$ cat config.mk
export PLATFORM = sky130hd
export DESIGN_NAME = program_encoder
export DESIGN_NICKNAME = d
export VERILOG_FILES = /design/src/rtl/program_codec_pkg.sv /design/src/rtl/program_encoder.sv
export SDC_FILE = /design/constraint.sdc
export NUM_CORES = 1
export LEC_CHECK = 0
export ABC_AREA = 0
export BUFFER_PORTS_ARGS = -buffer_cell sky130_fd_sc_hd__buf_2
export CAP_MARGIN = 40
export CORE_MARGIN = 4
export CORE_UTILIZATION = 59
export DETAILED_ROUTE_END_ITERATION = 12
export GPL_ROUTABILITY_DRIVEN = 0
export GPL_TIMING_DRIVEN = 0
export PLACE_DENSITY = 0.87
export SYNTH_ARGS = -nofsm -noshare
export SYNTH_HDL_FRONTEND = slang
export SYNTH_SLANG_ARGS = --single-unit
$ cat constraint.sdc
create_clock -name clk -period 4.7 [get_ports clk]
set_input_delay 0.94 -clock clk [delete_from_list [all_inputs] [get_ports clk]]
set_output_delay 0.94 -clock clk [all_outputs]
set_load 0.02 [all_outputs]
$ cat src/rtl/program_codec_pkg.sv
// program_codec_pkg: shared program block codec types and format constants
package program_codec_pkg;
    localparam int PROG_BLOCK_HDR_BYTES = 4;
    typedef enum logic [2:0] {
        IDLE, HDR_LEN, HDR_ADDR_HI, HDR_ADDR_LO, HDR_TYPE, DATA
    } program_encoder_state;
    typedef enum logic [2:0] {
        DEC_LEN, DEC_ADDR_HI, DEC_ADDR_LO, DEC_TYPE, DEC_DATA
    } program_decoder_state;
endpackage

$ cat src/rtl/program_encoder.sv
// program_encoder: serialises one program block into a length/addr/type/data byte stream with write addresses
//   clk, rst_n (async active-low)                          clock and reset
//   start, ready, done, len_err                            block request / status
//   block_length, block_address, block_type, block_data    block to encode (byte i at bits [8*i+:8])
//   out_data, out_valid, out_ready                         valid/ready byte stream
//   prog_addr, prog_overflow                               running write address and sticky wrap flag
module program_encoder
    import program_codec_pkg::*;
#(
    parameter int PROGRAM_SIZE        = 1,
    // kept at least one bit wide so a single-byte program still has a legal address port
    parameter int PROG_ADDR_BITS      = (PROGRAM_SIZE > 1) ? $clog2(PROGRAM_SIZE) : 1,
    parameter int DATA_BLOCK_MAX_SIZE = 64,
    parameter int DATA_BLOCK_CNT_BITS = $clog2(DATA_BLOCK_MAX_SIZE + 1)
) (
    input  logic                             clk,
    input  logic                             rst_n,
    input  logic                             start,
    output logic                             ready,
    output logic                             done,
    output logic                             len_err,
    input  logic [7:0]                       block_length,
    input  logic [15:0]                      block_address,
    input  logic [7:0]                       block_type,
    input  logic [8*DATA_BLOCK_MAX_SIZE-1:0] block_data,
    output logic [7:0]                       out_data,
    output logic                             out_valid,
    input  logic                             out_ready,
    output logic [PROG_ADDR_BITS-1:0]        prog_addr,
    output logic                             prog_overflow
);
    program_encoder_state state, state_nxt;
    logic [DATA_BLOCK_CNT_BITS-1:0] len_q, cnt;
    logic [15:0] addr_q;
    logic [7:0] type_q;
    logic [8*DATA_BLOCK_MAX_SIZE-1:0] data_q;
    logic accept, fire, oversize, last_data;
    assign accept    = ready & start;
    assign out_valid = state != IDLE;
    assign fire      = out_valid & out_ready;
    assign oversize  = block_length > 8'(DATA_BLOCK_MAX_SIZE);
    assign last_data = (cnt + 1'b1) == len_q;
    always_comb begin
        state_nxt = state;
        out_data  = 8'h00;
        case (state)
            IDLE:        state_nxt = accept ? HDR_LEN : IDLE;
            HDR_LEN: begin
                out_data  = 8'(len_q);
                state_nxt = out_ready ? HDR_ADDR_HI : state;
            end
            HDR_ADDR_HI: begin
                out_data  = addr_q[15:8];
                state_nxt = out_ready ? HDR_ADDR_LO : state;
            end
            HDR_ADDR_LO: begin
                out_data  = addr_q[7:0];
                state_nxt = out_ready ? HDR_TYPE : state;
            end
            HDR_TYPE: begin
                out_data  = type_q;
                state_nxt = !out_ready ? state : (len_q == '0) ? IDLE : DATA;
            end
            DATA: begin
                out_data  = data_q[8*cnt +: 8];
                state_nxt = (out_ready && last_data) ? IDLE : state;
            end
            default:     state_nxt = IDLE;
        endcase
    end
    always_ff @(posedge clk or negedge rst_n)
        if (!rst_n) state <= IDLE;
        else        state <= state_nxt;
    always_ff @(posedge clk or negedge rst_n) begin
        if (!rst_n) begin
            ready         <= 1'b0;
            done          <= 1'b0;
            len_err       <= 1'b0;
            len_q         <= '0;
            addr_q        <= '0;
            type_q        <= '0;
            data_q        <= '0;
            cnt           <= '0;
            prog_addr     <= '0;
            prog_overflow <= 1'b0;
        end else begin
            ready <= state_nxt == IDLE;
            if (accept) begin
                done    <= 1'b0;
                len_err <= oversize;
                len_q   <= oversize ? DATA_BLOCK_CNT_BITS'(DATA_BLOCK_MAX_SIZE) : DATA_BLOCK_CNT_BITS'(block_length);
                addr_q  <= block_address;
                type_q  <= block_type;
                data_q  <= block_data;
                cnt     <= '0;
            end
            if (fire) begin
                prog_addr <= prog_addr + 1'b1;
                if (&prog_addr) prog_overflow <= 1'b1;
            end
            if (fire && state == DATA) cnt <= cnt + 1'b1;
            if (fire && state_nxt == IDLE) done <= 1'b1;
        end
    end
endmodule

==> flow_summary.toml, run 1 <==
[status]
run_status = "finished clean"

[global_route]
grt_pass1_vias = 23700
gr-total-overflow = 0
grt_pass1_wl_um = 137000
use_met2_pct = 60.4
grt_antenna_before_repair = 20
use_met1_pct = 50.6
grt_usage_pct = 39.0
top_usage_layer = "met2"
grt_max_degree = 125
use_met3_pct = 9.69

[yosys]
syn_nets = 3283
netlist_instances = 2734
synth_edf_count = 0
synth_xor_area_share_pct = 0.430
ys_types = 60
syn_area_um2 = 25600
synth-async-reset-ratio_pct = 100
synth_adder_area_share_pct = 0.0489
ys_warn_count = 0
synth_ff_type = "dfrtp_1"
yosysMostFrequentCell = "nand2_1"
synth_simple_gate_area_share_pct = 25.5
synth_top_area_share_pct = 54.5
synthMuxAreaShare_pct = 12.7
ys_seq_area_share_pct = 54.5
synth.top_cells.by_count = "1648 x nand2_1, 558 x dfrtp_1, 112 x clkbuf_1, 102 x mux4_2, 33 x a22oi_1"
synth_compound_area_share_pct = 3.50
synthTopCellsByArea = "dfrtp_1 55%, nand2_1 24%, mux4_2 9.0%, clkbuf_1 1.6%, mux4_1 1.6%"
synth_top_family_by_area = "simple AND/OR/NAND/NOR gates"
synth_area_leader_cell = "dfrtp_1"
postSynthAreaPerCell_um2 = 9.37
ys_seq_elements = 558

[clock_network]
root_buffer = "clkbuf_16"
htreeDepth = 2
clk_latency_ns = 0.62
clk_pin_slew_ns = 0.06
cts_made_buffers = 57
clk_path_buf_depth = 3
cts-hold-fix-buffers = 0
post_cts_buffers = 0
cts_tree = "built"
cts_resized = 0
cts_sinks = 558

[placed_design]
port_buffers = 561
place_ws_ns = 0.836
hpwlAfterDp_um = 67700

[power_and_ir_drop]
cellLeakagePower_nw = 16.5
p_per_area_nw_per_um2 = 638
ir_drop_mv = 0.432

[cells_and_area]
fillers = 2980
regArea_um2 = 14000
fin_nets = 3908
multiInputGateArea_um2 = 10800
layout-drive-gt1-share_pct = 24.1
area_growth_pct = 22.1

[detailed_routing]
route.detailed.drc = 0
viasPerCell = 5.87
drt_iter0_drc = 2797
routed_wl_um = 92500
wl_per_cell_um = 23.1
dr_total_vias = 23500
ant_nets = 0
drtPass1Iterations = 8

[sta]
max_freq_ghz = 0.218
tns_ns = 0
final_max_slew_viol_count = 0
fin_ws_ns = 0.107
relSlewSlack_pct = 41.0
hold_viol_final = 0
finClkSkew_ns = 0.0191
rsz0062_at_grt = "false"
finalSetupViolCount = 0
fin_crit_ns = 4.59
fin_crit_sh_pct = 97.7
worst_slew_pin_slew_ns = 0.885

[flow_run]
cap_violations = 0

[worst_setup_path]
cp-end-kind = "primary output"
rrSetupSlack_ns = 2.05
crit_type = "reg -> out"
worst-path-max-fanout = 10
startpoint_type = "flop"
required_ns = 3.76
worst_ep_arrival_time_ns = 3.65

[die]
io-pin-count = 562
rows = 76
core_area_um2 = 43000
fp.dieArea_um2 = 46800
fp.dieH_um = 216
die_x_um = 216
initial_core_util_pct = 59.6

[min_path]
min_path_type = "in -> async"
state kept, by name, summed over array words and instances, names as in the netlist, 3 cells and up:
signal  count
len_q       7
addr_q     16
cnt         7
type_q      8
state       3
data_q    512
cells in the final DEF (no fill, tap or decap), types with 4 or more instances in the layout:
| master | n |
|---|---|
| nand2_1 | 1648 |
| buf_2 | 574 |
| dfrtp_1 | 558 |
| clkbuf_1 | 128 |
| mux4_2 | 102 |
| clkbuf_16 | 59 |
| a22oi_1 | 33 |
| mux2i_1 | 26 |
| a21oi_1 | 21 |
| buf_1 | 18 |
| o21ai_0 | 17 |
| nor2_1 | 16 |
| mux4_1 | 16 |
| diode_2 | 15 |
| buf_6 | 14 |
| a221oi_1 | 13 |
| clkbuf_8 | 11 |
| buf_4 | 10 |
| nand3_1 | 9 |
| a22o_1 | 9 |
| nor2b_1 | 8 |
| mux4_4 | 8 |
| mux2_2 | 7 |
| o21ai_1 | 7 |
| xnor2_1 | 7 |
| clkinv_2 | 7 |
| bufinv_16 | 6 |
| nand2b_1 | 5 |
| o221ai_1 | 5 |
| buf_16 | 5 |
| and2_1 | 4 |
cells by family (layout without fill, tap and decap cells):
group / count (synthesis) / in the layout
other cells: 0 / 15
mux: 159 / 159
buf+inv: 173 / 843
simple gates: 1705 / 1705
compound gates: 127 / 127
fa+ha+maj: 1 / 1
flops: 558 / 558
xor+xnor: 11 / 11
cell type report:
class                           count  area share, %
Sequential cell                   558           44.6
Multi-Input combinational cell   2003           34.5
Timing Repair Buffer              566           9.45
Clock buffer                       86           5.40
Buffer                            172           2.71
Tap cell                          585           2.34
Clock inverter                     18          0.820
Antenna cell                       15          0.120
Inverter                            1         0.0120
where the power goes:
part	switching, W	total (W)	leakage [nW]	internal (W)
Combinational	0.00406	0.00679	8.57	0.00273
Sequential	0.00136	0.00839	6.94	0.00703
Clock	0.00196	0.00476	0.951	0.00280
routing by layer:
metal  routed length, um  up-vias  share of wire [%]
met5                  88        -              0.095
li1                    -    10100                  -
met4                6220       14                6.7
met2               42300     1652                 46
met3               10200      390                 11
met1               33600    11300                 36
final timing paths:
kind / from / end / depth (start not counted)
setup / recovery: cnt[3]$_DFFE_PN0P_ / out_data[1] / 9
hold / removal: rst_n / data_q[369]$_DFFE_PN0P_ / 1
setup reg to reg: ready$_DFF_PN0_ / data_q[505]$_DFFE_PN0P_ / 6
hold reg to reg: data_q[504]$_DFFE_PN0P_ / data_q[504]$_DFFE_PN0P_ / 2
max in group asynchronous: rst_n / prog_overflow$_DFFE_PN0P_ / 4
min in group clk: data_q[504]$_DFFE_PN0P_ / data_q[504]$_DFFE_PN0P_ / 2
critical path, stage by stage, from the launching register on:
cell      delay (ns)
dfrtp_1         0.42
buf_6           0.18
buf_2           0.26
nor2_1          0.51
clkbuf_1        0.61
a22oi_1         0.19
nand2_1         0.29
a21oi_1         0.11
o221ai_1        0.22
buf_2           0.24
metrics by stage:
stage	cell area, um2	power, W	util, %	hold WS (ns)	cells
after floorplan	25600	0.0124	-	0.437	2734
after global placement	29100	0.0146	67.8	0.450	3880
after detailed placement	29300	0.0149	68.2	0.455	3885
after CTS	31200	0.0198	72.7	0.254	3989
after global routing	31300	0.0209	72.7	0.301	4000
final	31300	0.0199	72.8	0.255	4004
Power figures use the tool's default switching activity.
==> run 2, diff against run 1 <==
--- a/config.mk
+++ b/config.mk
@@ -8,8 +8,11 @@
 export ABC_AREA = 0
 export BUFFER_PORTS_ARGS = -buffer_cell sky130_fd_sc_hd__buf_2
 export CAP_MARGIN = 40
+export CELL_PAD_IN_SITES_DETAIL_PLACEMENT = 2
+export CELL_PAD_IN_SITES_GLOBAL_PLACEMENT = 2
+export CORE_ASPECT_RATIO = 1.75
 export CORE_MARGIN = 4
-export CORE_UTILIZATION = 59
+export CORE_UTILIZATION = 36
 export DETAILED_ROUTE_END_ITERATION = 12
 export GPL_ROUTABILITY_DRIVEN = 0
 export GPL_TIMING_DRIVEN = 0
==> flow_summary.toml, run 2 (same netlist as run 1, synthesis figures left out) <==
[placed_design]
hpwlAfterDp_um = 94600
dp_cells = 4222
port_buffers = 561

[clock_network]
cts_tree = "built"
cts_sinks = 558
clk_latency_ns = 0.62
clk_path_buf_depth = 3
root_buffer = "clkbuf_16"
cts_made_buffers = 55
cts-hold-fix-buffers = 0
clk_pin_slew_ns = 0.07
htreeDepth = 2

[die]
core_area_um2 = 70700
initial_core_util_pct = 36.2
fp.dieH_um = 361
fp.dieArea_um2 = 75600
die_x_um = 210
rows = 129
io-pin-count = 562

[sta]
fin_crit_sh_pct = 99.8
finClkSkew_ns = 0.0133
final_max_slew_viol_count = 0
max_freq_ghz = 0.213
relSlewSlack_pct = 42.2
whs_ns = 0.316
finalSetupViolCount = 0
worst_slew_pin_slew_ns = 0.864
fin_crit_ns = 4.69
rsz0062_at_grt = "false"
hold_viol_final = 0

[worst_setup_path]
cp-end-kind = "primary output"
crit_type = "reg -> out"
required_ns = 3.76
startpoint_type = "flop"
worst_ep_arrival_time_ns = 3.75
worst-path-max-fanout = 10

[status]
run_status = "finished clean"

[power_and_ir_drop]
power_frac_comb_pct = 35.5
intPower_w = 0.0125
power.net_switching_w = 0.00804
p_per_area_nw_per_um2 = 647
switching_share_pct = 39.2
p_seq_share_pct = 41.5
cellLeakagePower_nw = 16.5
clockPowerShare_pct = 23.0
ir_drop_mv = 0.330

[cells_and_area]
fillers = 7711
largest-register = "data_q"
layout-drive-gt1-share_pct = 24.4
final_common_cell = "nand2_1"
fin_nets = 3911
final_util_pct = 44.8
largest_register_ffs = 512
final_cells = 4340
layout_common_cells = "1648 x nand2_1, 571 x buf_2, 558 x dfrtp_1, 120 x clkbuf_1, 102 x mux4_2"
largest_registers = "data_q: 512 flops, addr_q: 16 flops, type_q: 8 flops"
area_growth_pct = 23.8

[detailed_routing]
routed_wl_um = 123000
viasPerCell = 5.38
wl_per_cell_um = 28.3
route.detailed.drc = 0
drt_iter0_drc = 1505
dr_total_vias = 23300
drtPass1Iterations = 5
ant_nets = 0

[global_route]
grt_pass1_wl_um = 178000
grt_usage_pct = 31.8
grt_pass1_vias = 27200
gr-total-overflow = 0
grt_max_degree = 123
grt_antenna_before_repair = 27

[flow_run]
cap_violations = 0

[min_path]
min_path_type = "in -> async"
[run 2: layer usage]
metal / part of all wire [%] / track usage, % / wire, um
met1: 36 / 35.1 / 43800
met2: 52 / 57.3 / 63800
met3: 5.7 / 5.95 / 6980
met4: 6.5 / 17.1 / 8020
met5: 0.062 / 0 / 76
[run 2: path summary, 6_finish.rpt]
kind | slack, ns | end | cells past startpoint | start
setup / recovery | 0.009 | out_data[0] | 9 | cnt[1]$_DFFE_PN0P_
hold / removal | 0.32 | data_q[32]$_DFFE_PN0P_ | 1 | rst_n
setup reg to reg | 2.02 | state[0]$_DFF_PN0_ | 9 | cnt[1]$_DFFE_PN0P_
hold reg to reg | 0.47 | prog_overflow$_DFFE_PN0P_ | 1 | prog_overflow$_DFFE_PN0P_
max in group asynchronous | 2.61 | data_q[190]$_DFFE_PN0P_ | 3 | rst_n
min in group clk | 0.47 | prog_overflow$_DFFE_PN0P_ | 1 | prog_overflow$_DFFE_PN0P_
[run 2: what timing repair did]
item / in CTS / in global routing
pin swaps: 0 / 0
setup buffers: 0 / 0
setup endpoints to repair: 7 / 1
hold endpoints to repair: 0 / 0
resized for setup: 8 / 3
[run 2: power by group through the flow]
stage | Combinational (W) | Clock [W] | Sequential, W
final | 0.00728 | 0.00472 | 0.00850
after global routing | 0.00796 | 0.00499 | 0.00868
after CTS | 0.00735 | 0.00480 | 0.00847
after detailed placement | 0.00719 | 0 | 0.00849
after global placement | 0.00669 | 0 | 0.00822
after floorplan | 0.00448 | 0 | 0.00788
[run 2: stage by stage]
stage	setup WS [ns]	total power (W)	setup TNS (ns)	cell area [um2]
finish	0.00888	0.0205	0	31700
global route	0.00409	0.0216	0	31700
CTS	0.0201	0.0206	0	31600
detailed placement	0.459	0.0157	0	29700
global placement	-8.68	0.0149	-4773.97	29600
floorplan	1.75	0.0124	0	25600
[run 2: worst max-delay path, cell delays in order (launching register included)]
cell      delay [ns]
dfrtp_1         0.37
buf_6           0.24
buf_6           0.25
buf_2           0.49
mux4_1          0.25
mux2i_1         0.10
a221oi_1        0.74
a21oi_1         0.17
o221ai_1        0.26
buf_2           0.24
[run 2: area by class of cell]
class	instances	area [um2]	share of cell area, %
Sequential cell	558	14000	44.1
Multi-Input combinational cell	2003	10800	34.1
Timing Repair Buffer	571	2990	9.42
Clock buffer	80	1640	5.18
Tap cell	917	1150	3.62
Buffer	172	867	2.74
Clock inverter	19	228	0.718
Antenna cell	19	47.5	0.150
Inverter	1	3.75	0.0118
